[src/rtl/lsu_mem_stage.sv]
// Load/store memory stage sitting behind the execute-stage ALU.
// Takes the effective address, funct3 and rs2 value, validates the access,
// runs one transaction on a req/ready data bus, and returns aligned,
// sign/zero-extended load data to write-back.
//
// Ports:
//   clk, rst                       clock, asynchronous active-high reset
//   start, is_load, is_store       access launch and op kind (sampled in IDLE)
//   funct3, address, store_data    width/sign code, effective address, rs2 value
//   mem_req/we/wstrb/addr/wdata    data bus request side
//   mem_rdata, mem_ready           data bus response side
//   load_data                      extracted load result
//   done, busy                     completion pulse, stage-occupied indication
//   misaligned, access_fault       status flags, valid with done
module lsu_mem_stage #(
    parameter int unsigned TIMEOUT_CYCLES = 16
) (
    input  logic        clk,
    input  logic        rst,
    input  logic        start,
    input  logic        is_load,
    input  logic        is_store,
    input  logic [2:0]  funct3,
    input  logic [31:0] address,
    input  logic [31:0] store_data,
    output logic        mem_req,
    output logic        mem_we,
    output logic [3:0]  mem_wstrb,
    output logic [31:0] mem_addr,
    output logic [31:0] mem_wdata,
    input  logic [31:0] mem_rdata,
    input  logic        mem_ready,
    output logic [31:0] load_data,
    output logic        done,
    output logic        busy,
    output logic        misaligned,
    output logic        access_fault
);

    localparam int unsigned CntW = $clog2(TIMEOUT_CYCLES + 1);
    localparam logic [CntW-1:0] CntLast = CntW'(TIMEOUT_CYCLES - 1);

    typedef enum logic [1:0] {StIdle, StCheck, StReq, StDone} state_e;

    state_e          state_q, state_d;
    logic [31:0]     addr_q, addr_d;
    logic [2:0]      funct3_q, funct3_d;
    logic [31:0]     sdata_q, sdata_d;
    logic            is_load_q, is_load_d;
    logic            is_store_q, is_store_d;
    logic [CntW-1:0] cnt_q, cnt_d;
    logic [31:0]     load_data_q, load_data_d;
    logic            misaligned_q, misaligned_d;
    logic            fault_q, fault_d;

    logic            op_illegal;
    logic            addr_misaligned;
    logic [3:0]      strb;
    logic [31:0]     wdata;
    logic [31:0]     byte_word;
    logic [15:0]     half_sel;
    logic [31:0]     extracted;

    always_comb begin
        if (is_load_q && is_store_q) begin
            op_illegal = 1'b1;
        end else if (is_load_q) begin
            op_illegal = (funct3_q == 3'd3) || (funct3_q == 3'd6) || (funct3_q == 3'd7);
        end else begin
            op_illegal = (funct3_q > 3'd2);
        end
    end

    // funct3[1:0] gives width for both signed and unsigned variants.
    assign addr_misaligned = ((funct3_q[1:0] == 2'd1) && addr_q[0]) ||
                             ((funct3_q[1:0] == 2'd2) && (addr_q[1:0] != 2'b00));

    always_comb begin
        strb  = 4'b0000;
        wdata = sdata_q;
        unique case (funct3_q[1:0])
            2'd0: begin
                strb  = 4'b0001 << addr_q[1:0];
                wdata = {4{sdata_q[7:0]}};
            end
            2'd1: begin
                strb  = 4'b0011 << addr_q[1:0];
                wdata = {2{sdata_q[15:0]}};
            end
            default: begin
                strb  = 4'b1111;
                wdata = sdata_q;
            end
        endcase
    end

    assign byte_word = mem_rdata >> {addr_q[1:0], 3'b000};
    assign half_sel  = addr_q[1] ? mem_rdata[31:16] : mem_rdata[15:0];

    always_comb begin
        unique case (funct3_q)
            3'd0:    extracted = {{24{byte_word[7]}}, byte_word[7:0]};
            3'd4:    extracted = {24'd0, byte_word[7:0]};
            3'd1:    extracted = {{16{half_sel[15]}}, half_sel};
            3'd5:    extracted = {16'd0, half_sel};
            default: extracted = mem_rdata;
        endcase
    end

    always_comb begin
        state_d      = state_q;
        addr_d       = addr_q;
        funct3_d     = funct3_q;
        sdata_d      = sdata_q;
        is_load_d    = is_load_q;
        is_store_d   = is_store_q;
        cnt_d        = cnt_q;
        load_data_d  = load_data_q;
        misaligned_d = misaligned_q;
        fault_d      = fault_q;
        case (state_q)
            StIdle: begin
                if (start && (is_load || is_store)) begin
                    addr_d       = address;
                    funct3_d     = funct3;
                    sdata_d      = store_data;
                    is_load_d    = is_load;
                    is_store_d   = is_store;
                    cnt_d        = '0;
                    load_data_d  = '0;
                    misaligned_d = 1'b0;
                    fault_d      = 1'b0;
                    state_d      = StCheck;
                end
            end
            StCheck: begin
                if (op_illegal) begin
                    fault_d = 1'b1;
                    state_d = StDone;
                end else if (addr_misaligned) begin
                    misaligned_d = 1'b1;
                    state_d      = StDone;
                end else begin
                    state_d = StReq;
                end
            end
            StReq: begin
                if (mem_ready) begin
                    if (is_load_q) begin
                        load_data_d = extracted;
                    end
                    state_d = StDone;
                end else if (cnt_q == CntLast) begin
                    fault_d = 1'b1;
                    state_d = StDone;
                end else begin
                    cnt_d = cnt_q + 1'b1;
                end
            end
            StDone: begin
                state_d = StIdle;
            end
            default: begin
                state_d = StIdle;
            end
        endcase
    end

    always_ff @(posedge clk or posedge rst) begin
        if (rst) begin
            state_q      <= StIdle;
            addr_q       <= '0;
            funct3_q     <= '0;
            sdata_q      <= '0;
            is_load_q    <= 1'b0;
            is_store_q   <= 1'b0;
            cnt_q        <= '0;
            load_data_q  <= '0;
            misaligned_q <= 1'b0;
            fault_q      <= 1'b0;
        end else begin
            state_q      <= state_d;
            addr_q       <= addr_d;
            funct3_q     <= funct3_d;
            sdata_q      <= sdata_d;
            is_load_q    <= is_load_d;
            is_store_q   <= is_store_d;
            cnt_q        <= cnt_d;
            load_data_q  <= load_data_d;
            misaligned_q <= misaligned_d;
            fault_q      <= fault_d;
        end
    end

    // Bus outputs are decoded from registered state only, so they cannot
    // change while a request waits for ready.
    always_comb begin
        mem_req   = (state_q == StReq);
        mem_we    = mem_req && is_store_q;
        mem_addr  = mem_req ? {addr_q[31:2], 2'b00} : 32'd0;
        mem_wstrb = mem_we ? strb : 4'b0000;
        mem_wdata = mem_we ? wdata : 32'd0;
    end

    assign load_data    = load_data_q;
    assign done         = (state_q == StDone);
    assign busy         = (state_q != StIdle);
    assign misaligned   = misaligned_q;
    assign access_fault = fault_q;

endmodule
[config.mk]
export PLATFORM = sky130hd
export DESIGN_NAME = lsu_mem_stage
export DESIGN_NICKNAME = d
export VERILOG_FILES = /design/src/rtl/lsu_mem_stage.sv
export SDC_FILE = /design/constraint.sdc
export NUM_CORES = 1
export LEC_CHECK = 0
export BUFFER_PORTS_ARGS = -buffer_cell sky130_fd_sc_hd__buf_2
export CORE_MARGIN = 2
export CORE_UTILIZATION = 28
export DETAILED_ROUTE_END_ITERATION = 8
export GPL_ROUTABILITY_DRIVEN = 1
export GPL_TIMING_DRIVEN = 0
export SYNTH_ARGS = -nofsm -noshare
export SYNTH_HDL_FRONTEND = slang
export SYNTH_SLANG_ARGS = --single-unit
[constraint.sdc]
create_clock -name clk -period 2.85 [get_ports clk]
set_input_delay 0.1425 -clock clk [delete_from_list [all_inputs] [get_ports clk]]
set_output_delay 0.1425 -clock clk [all_outputs]
set_load 0.01 [all_outputs]
# [Word level (Yosys, flattened, before mapping)]
# Index checks and enable logic that the tools add are counted.
# Widths: inputs -> output; s select.
[classes] n_addsub=1 mul=0 div_mod_pow=0 order_cmp=1 eq_ne=22 shift=3 muxes=31 bitwise=0 n_reduce_logical=23
[op_table] op="$mux 32" n=5
[op_table] op="$pmux 32 s2" n=2
[op_table] op="$pmux 32 s4" n=1
[op_table] op="$shr 32x5->8" n=1
[op_table] op="$mux 16" n=1
[op_table] op="$mux 5" n=3
[op_table] op="$eq 3x3->1 const B" n=4
[op_table] op="$ne 2x2->1 const B" n=6
[op_table] op="$reduce_and 4->1" n=3
[op_table] op="$mux 1" n=10
[op_table] op="$pmux 5 s2" n=1
[op_table] op="$pmux 2 s4" n=1
[op_table] op="$pmux 4 s2" n=1
[op_table] op="$reduce_bool 2->1" n=4
[op_table] op="$eq 2x2->1 const B" n=3
[op_table] op="$mux 2" n=3
[op_table] op="$ne 2x1->1 const B" n=3
[op_table] op="$add 5x1->5 const B" n=1
[op_table] op="$eq 5x4->1 const B" n=1
[op_table] op="$logic_and 1x1->1" n=5
[op_table] op="$reduce_and 5->1" n=1
[op_table] op="$eq 2x1->1 const B" n=2
[op_table] op="$logic_not 2->1" n=2
[op_table] op="$logic_or 1x1->1" n=4
[op_table] op="12 further kinds" n=13
[word_totals] register_bits=110 latchBits=0 ram_bits=0 mem_bits_ro=0 input_bits=105 out_inout_bits=106 wordCells=91 mem_count=0

# [Longest topological paths before layout]
[logic_depth] depth_word=7 ltp_mapped=8 ltp_nobuf=7

# [Worst setup path after synthesis]
# No wires, ideal clock.
[synth_path] kind="register to register" from="register cnt_q[0]" to="register cnt_q[3]" setup_time_ps=77 arrival_time_ps=1869 required_time_ps=2773 slack_ps=903 stages_incl_launch_ff=8 n_path_buf=0 period_less_slack_ps=1947 path_cell_list="dfrtp_1 ha_1 and3_1 ha_1 nor3b_2 o2bb2ai_1 or3_1 a21oi_1"
[synth_via] elab_chain_cells=4 word_cells_on_any_way=7 cone_classes="add/sub (1); eq/ne (2); mux (3); reduce/logical (1)"
[synth_lines] element="start: declaration" line_no="51" rtl="logic [CntW-1:0] cnt_q, cnt_d;"
[synth_lines] element="start signal: assignment" line_no="188" rtl="cnt_q <= cnt_d;"
[synth_lines] element="$add 5x1->5" line_no="157" rtl="cnt_d = cnt_q + 1'b1;"
[synth_lines] element="$mux 5" line_no="153" rtl="end else if (cnt_q == CntLast) begin"
[synth_lines] element="$mux 5" line_no="148" rtl="if (mem_ready) begin"
[synth_lines] element="$pmux 5 s2" line_no="121" rtl="case (state_q)"
# Several ways; a longest one is shown, not always the timed one. The select of a mux whose other input is x is not followed.
# A chain may end at the register's enable or synchronous reset.

# [Worst setup path in the final report]
[layout_path] from="register state_q[0]" to="output port mem_wdata[15]"
[layout_via] elab_chain_cells=3
[layout_lines] element="start: declaration" line_no="45" rtl="state_e state_q, state_d;"
[layout_lines] element="start signal: assignment" line_no="171" rtl="state_q <= StIdle;"
[layout_lines] element="start signal: assignment" line_no="182" rtl="state_q <= state_d;"
[layout_lines] element="$eq 2x2->1" line_no="198" rtl="mem_req = (state_q == StReq);"
[layout_lines] element="$logic_and 1x1->1" line_no="199" rtl="mem_we = mem_req && is_store_q;"
[layout_lines] element="$mux 32" line_no="202" rtl="mem_wdata = mem_we ? wdata : 32'd0;"
[layout_lines] element="end: declaration" line_no="30" rtl="output logic [31:0] mem_wdata,"
# No other way between the ends.

==> results.md <==
* Hold Fails Final Rpt at 0
* Number of fill cells in the layout at 2062
* Fmax at 0.3821 GHz
* TritonCTS Buffers at 9
* Total GRT Usage at 0.1702
* Most common flop cell mapped by yosys: dfrtp_1
* Skew final at 0.01201 ns
* Share of cells above drive strength 1 at 0.4196
* Fin crit share at 0.9184
* Worst Hold Class: input port to register
* R2R cell count at 8
* Sequential share of the synthesized area at 0.4850
* IO buf count at 208
* EDFF count, synth at 0
* Fin crit period at 2.617 ns
* Largest net degree at the start of global routing at 39
* R2r endpoint: load_data[21]$_DFFE_PP0P_
* Ys Warns at 0
* Worst Path Max Fanout at 10
* Required time of the critical path at 2.71 ns
* HPWL after DPL at 13.78 mm
* N_diodes at 0
* Setup violators final at 0
* Initial antenna violation count at 0
* CTS H-Tree Depth at 3
* Final slew viol count at 0
* Antenna-violating nets left at 0
* FF+latch count, synth at 110
* Vias per cell at 4.689
* RSZ-0062 raised after global routing: no
* Wire length per cell at 17.01 um
* Distinct cells, synth at 44
* Synthesized cell area at 5675 um^2
* Relative slew slack at 0.5251
* Chip width at 146.4 um
* Sequential Area at 2753 um^2
* Via count of the routed design at 4999
* Drt total wl at 18.13 mm
* Clock slew at reported path FFs at 0.08 ns
* First-pass GRT wire length at 28.40 mm
* Gpl congestion at 0.7703
* Die Area at 21420 um^2
* Effective utilization at floorplan at 0.2832
* Nets at 902
* Clk root buf: clkbuf_16
* Syn-to-layout area delta at 37.10%
* Crit. Startpoint: state_q[0]$_DFFE_PP0P_
* Maximum root-to-sink buffer count at 2
* TritonCTS Sinks at 110
* Setup crit end: mem_wdata[15]
* # DRC at 0
* CTS tree: built
* Internal reg-to-reg setup slack at 0.61 ns
* Leakage at 3.865 nW
* Avg Inst Size Synth at 10.69 um^2
* Setup TNS at 0 ns
* Clock latency on the worst-skew pair at 0.36 ns
* Peak VDD IR at 0.3933 mV
* CORE AREA at 20040 um^2
* Mapped Cells at 531
* Reg2Reg Launch Point: state_q[0]$_DFFE_PP0P_
* Worst-margin pin slew at 0.7097 ns
* Area of the multi-input gates at 2684 um^2
* # Post-CTS Setup Buffers at 0
* DR pass1 iterations at 4
* Num rows at 52
* Crit path kind: register to output port
* DR iter-0 viols at 193
* Most frequent cells in the layout: buf_2 (224), dfrtp_1 (110), mux2_2 (71)
* Vias in the first global route at 5078
* Startpoint class of the critical path: register
* Worst Setup End Kind: output port
* MaxCap Viol Count at 0
* Outcome: completed
* Worst EP arrival at 2.47 ns
* Most common cell after layout, fill and taps aside: buf_2
* Total grt overflow at 0
* Fin Hold WS at 0.01235 ns
* Share of flip-flops with an asynchronous set or reset at 1.000
* Power Dens Cells at 1017 nW/um^2
* # IOs at 211
* Die H at 146.4 um
## synth_stat cells, drive strengths merged (2+ instances only)
cell type | count | share of area
and3 | 9 | 0.0099
o2bb2ai | 2 | 0.0031
inv | 10 | 0.0066
clkbuf | 19 | 0.013
a31oi | 2 | 0.0022
a21boi | 2 | 0.0046
mux2i | 22 | 0.039
o21ai | 43 | 0.040
mux2 | 73 | 0.15
dfrtp | 110 | 0.49
a22o | 3 | 0.0046
nand2b | 3 | 0.0033
or3 | 7 | 0.0077
nand3 | 5 | 0.0044
a21oi | 39 | 0.035
nor2 | 29 | 0.019
nor2b | 12 | 0.014
buf | 22 | 0.023
and2 | 31 | 0.034
a22oi | 11 | 0.017
ha | 6 | 0.013
nand2 | 43 | 0.028
a221o | 16 | 0.028
o211ai | 3 | 0.0048
## cell families after synthesis
group	Yosys count	synth area share
multiplexers	95	0.1850
adder cells (fa/ha/maj)	6	0.01323
AND/OR/NAND/NOR	143	0.1272
buffers and inverters	51	0.04277
other	1	0.0006607
AO/OA/AOI/OAI	125	0.1462
flip-flops	110	0.4850
## area by class of cell
cell class,count,share of cell area
repair buffers,248,0.1891
clock inverters,7,0.007879
clock buffers,9,0.02894
multi-input cells,371,0.3449
plain buffers,41,0.02669
flip-flops and latches,110,0.3538
inverters,10,0.005306
well taps,270,0.04342
## metal layers
layer | vias up | share of wire | global-route usage | wire length (um)
met4 | 0 | 0.014 | 0.04563 | 250
met2 | 187 | 0.47 | 0.2790 | 8565
met5 | - | 0 | 0 | 0
met1 | 2397 | 0.44 | 0.2195 | 7958
li1 | 2400 | - | - | -
met3 | 15 | 0.075 | 0.05125 | 1357
## registers in the layout, indices dropped and copies added (netlist names)
register and cells:
addr_q 32, load_data 32, sdata_q 32, cnt_q 5
funct3_q 3, state_q 2, access_fault 1, is_load_q 1
is_store_q 1, misaligned 1
## worst max-delay path: stages, from the launching register on
cell and delay [ns]:
dfrtp_1 0.41, inv_1 0.13, ha_1 0.29, clkbuf_2 0.32, nand2_1 0.29, clkbuf_2 0.31, a21oi_1 0.19, buf_2 0.17
## power breakdown
part / total, mW / switching, mW / internal (mW) / leakage [nW]
Sequential: 2.79 / 0.483 / 2.30 / 1.37
Clock: 1.26 / 0.644 / 0.615 / 0.141
Combinational: 3.87 / 2.12 / 1.74 / 2.35
## stage by stage
stage	total power, mW	setup WS (ns)	std cells	instance area, um^2	utilization
4_1_cts	8.023	0.02935	1063	7750	0.3867
6_report	7.912	0.2327	1066	7781	0.3883
3_3_place_gp	6.614	0.1649	1010	7062	0.3524
3_5_place_dp	6.695	0.1155	1013	7122	0.3554
2_1_floorplan	5.270	0.9034	532	5683	-
5_1_grt	8.551	0.02781	1066	7781	0.3883
## worst min path at each step
stage / from / endpoint / slack [ns] / cells past startpoint
floorplan: mem_rdata[16] / load_data[16]$_DFFE_PP0P_ / 0.29 / 1
global placement: store_data[15] / sdata_q[15]$_DFFE_PP0P_ / 0.37 / 2
detailed placement: rst / sdata_q[20]$_DFFE_PP0P_ / 0.02 / 2
CTS: store_data[21] / sdata_q[21]$_DFFE_PP0P_ / 0.0003 / 2
global route: store_data[21] / sdata_q[21]$_DFFE_PP0P_ / 0.002 / 2
finish: address[15] / addr_q[15]$_DFFE_PP0P_ / 0.01 / 2
## what timing repair did
item / 4_1_cts / 5_1_grt
resized for setup: 1 / 2
hold buffers: 34 / 3
endpoints found under the hold margin: 70 / 3
setup endpoints to repair: 22 / 8
Power figures use the tool's default switching activity.
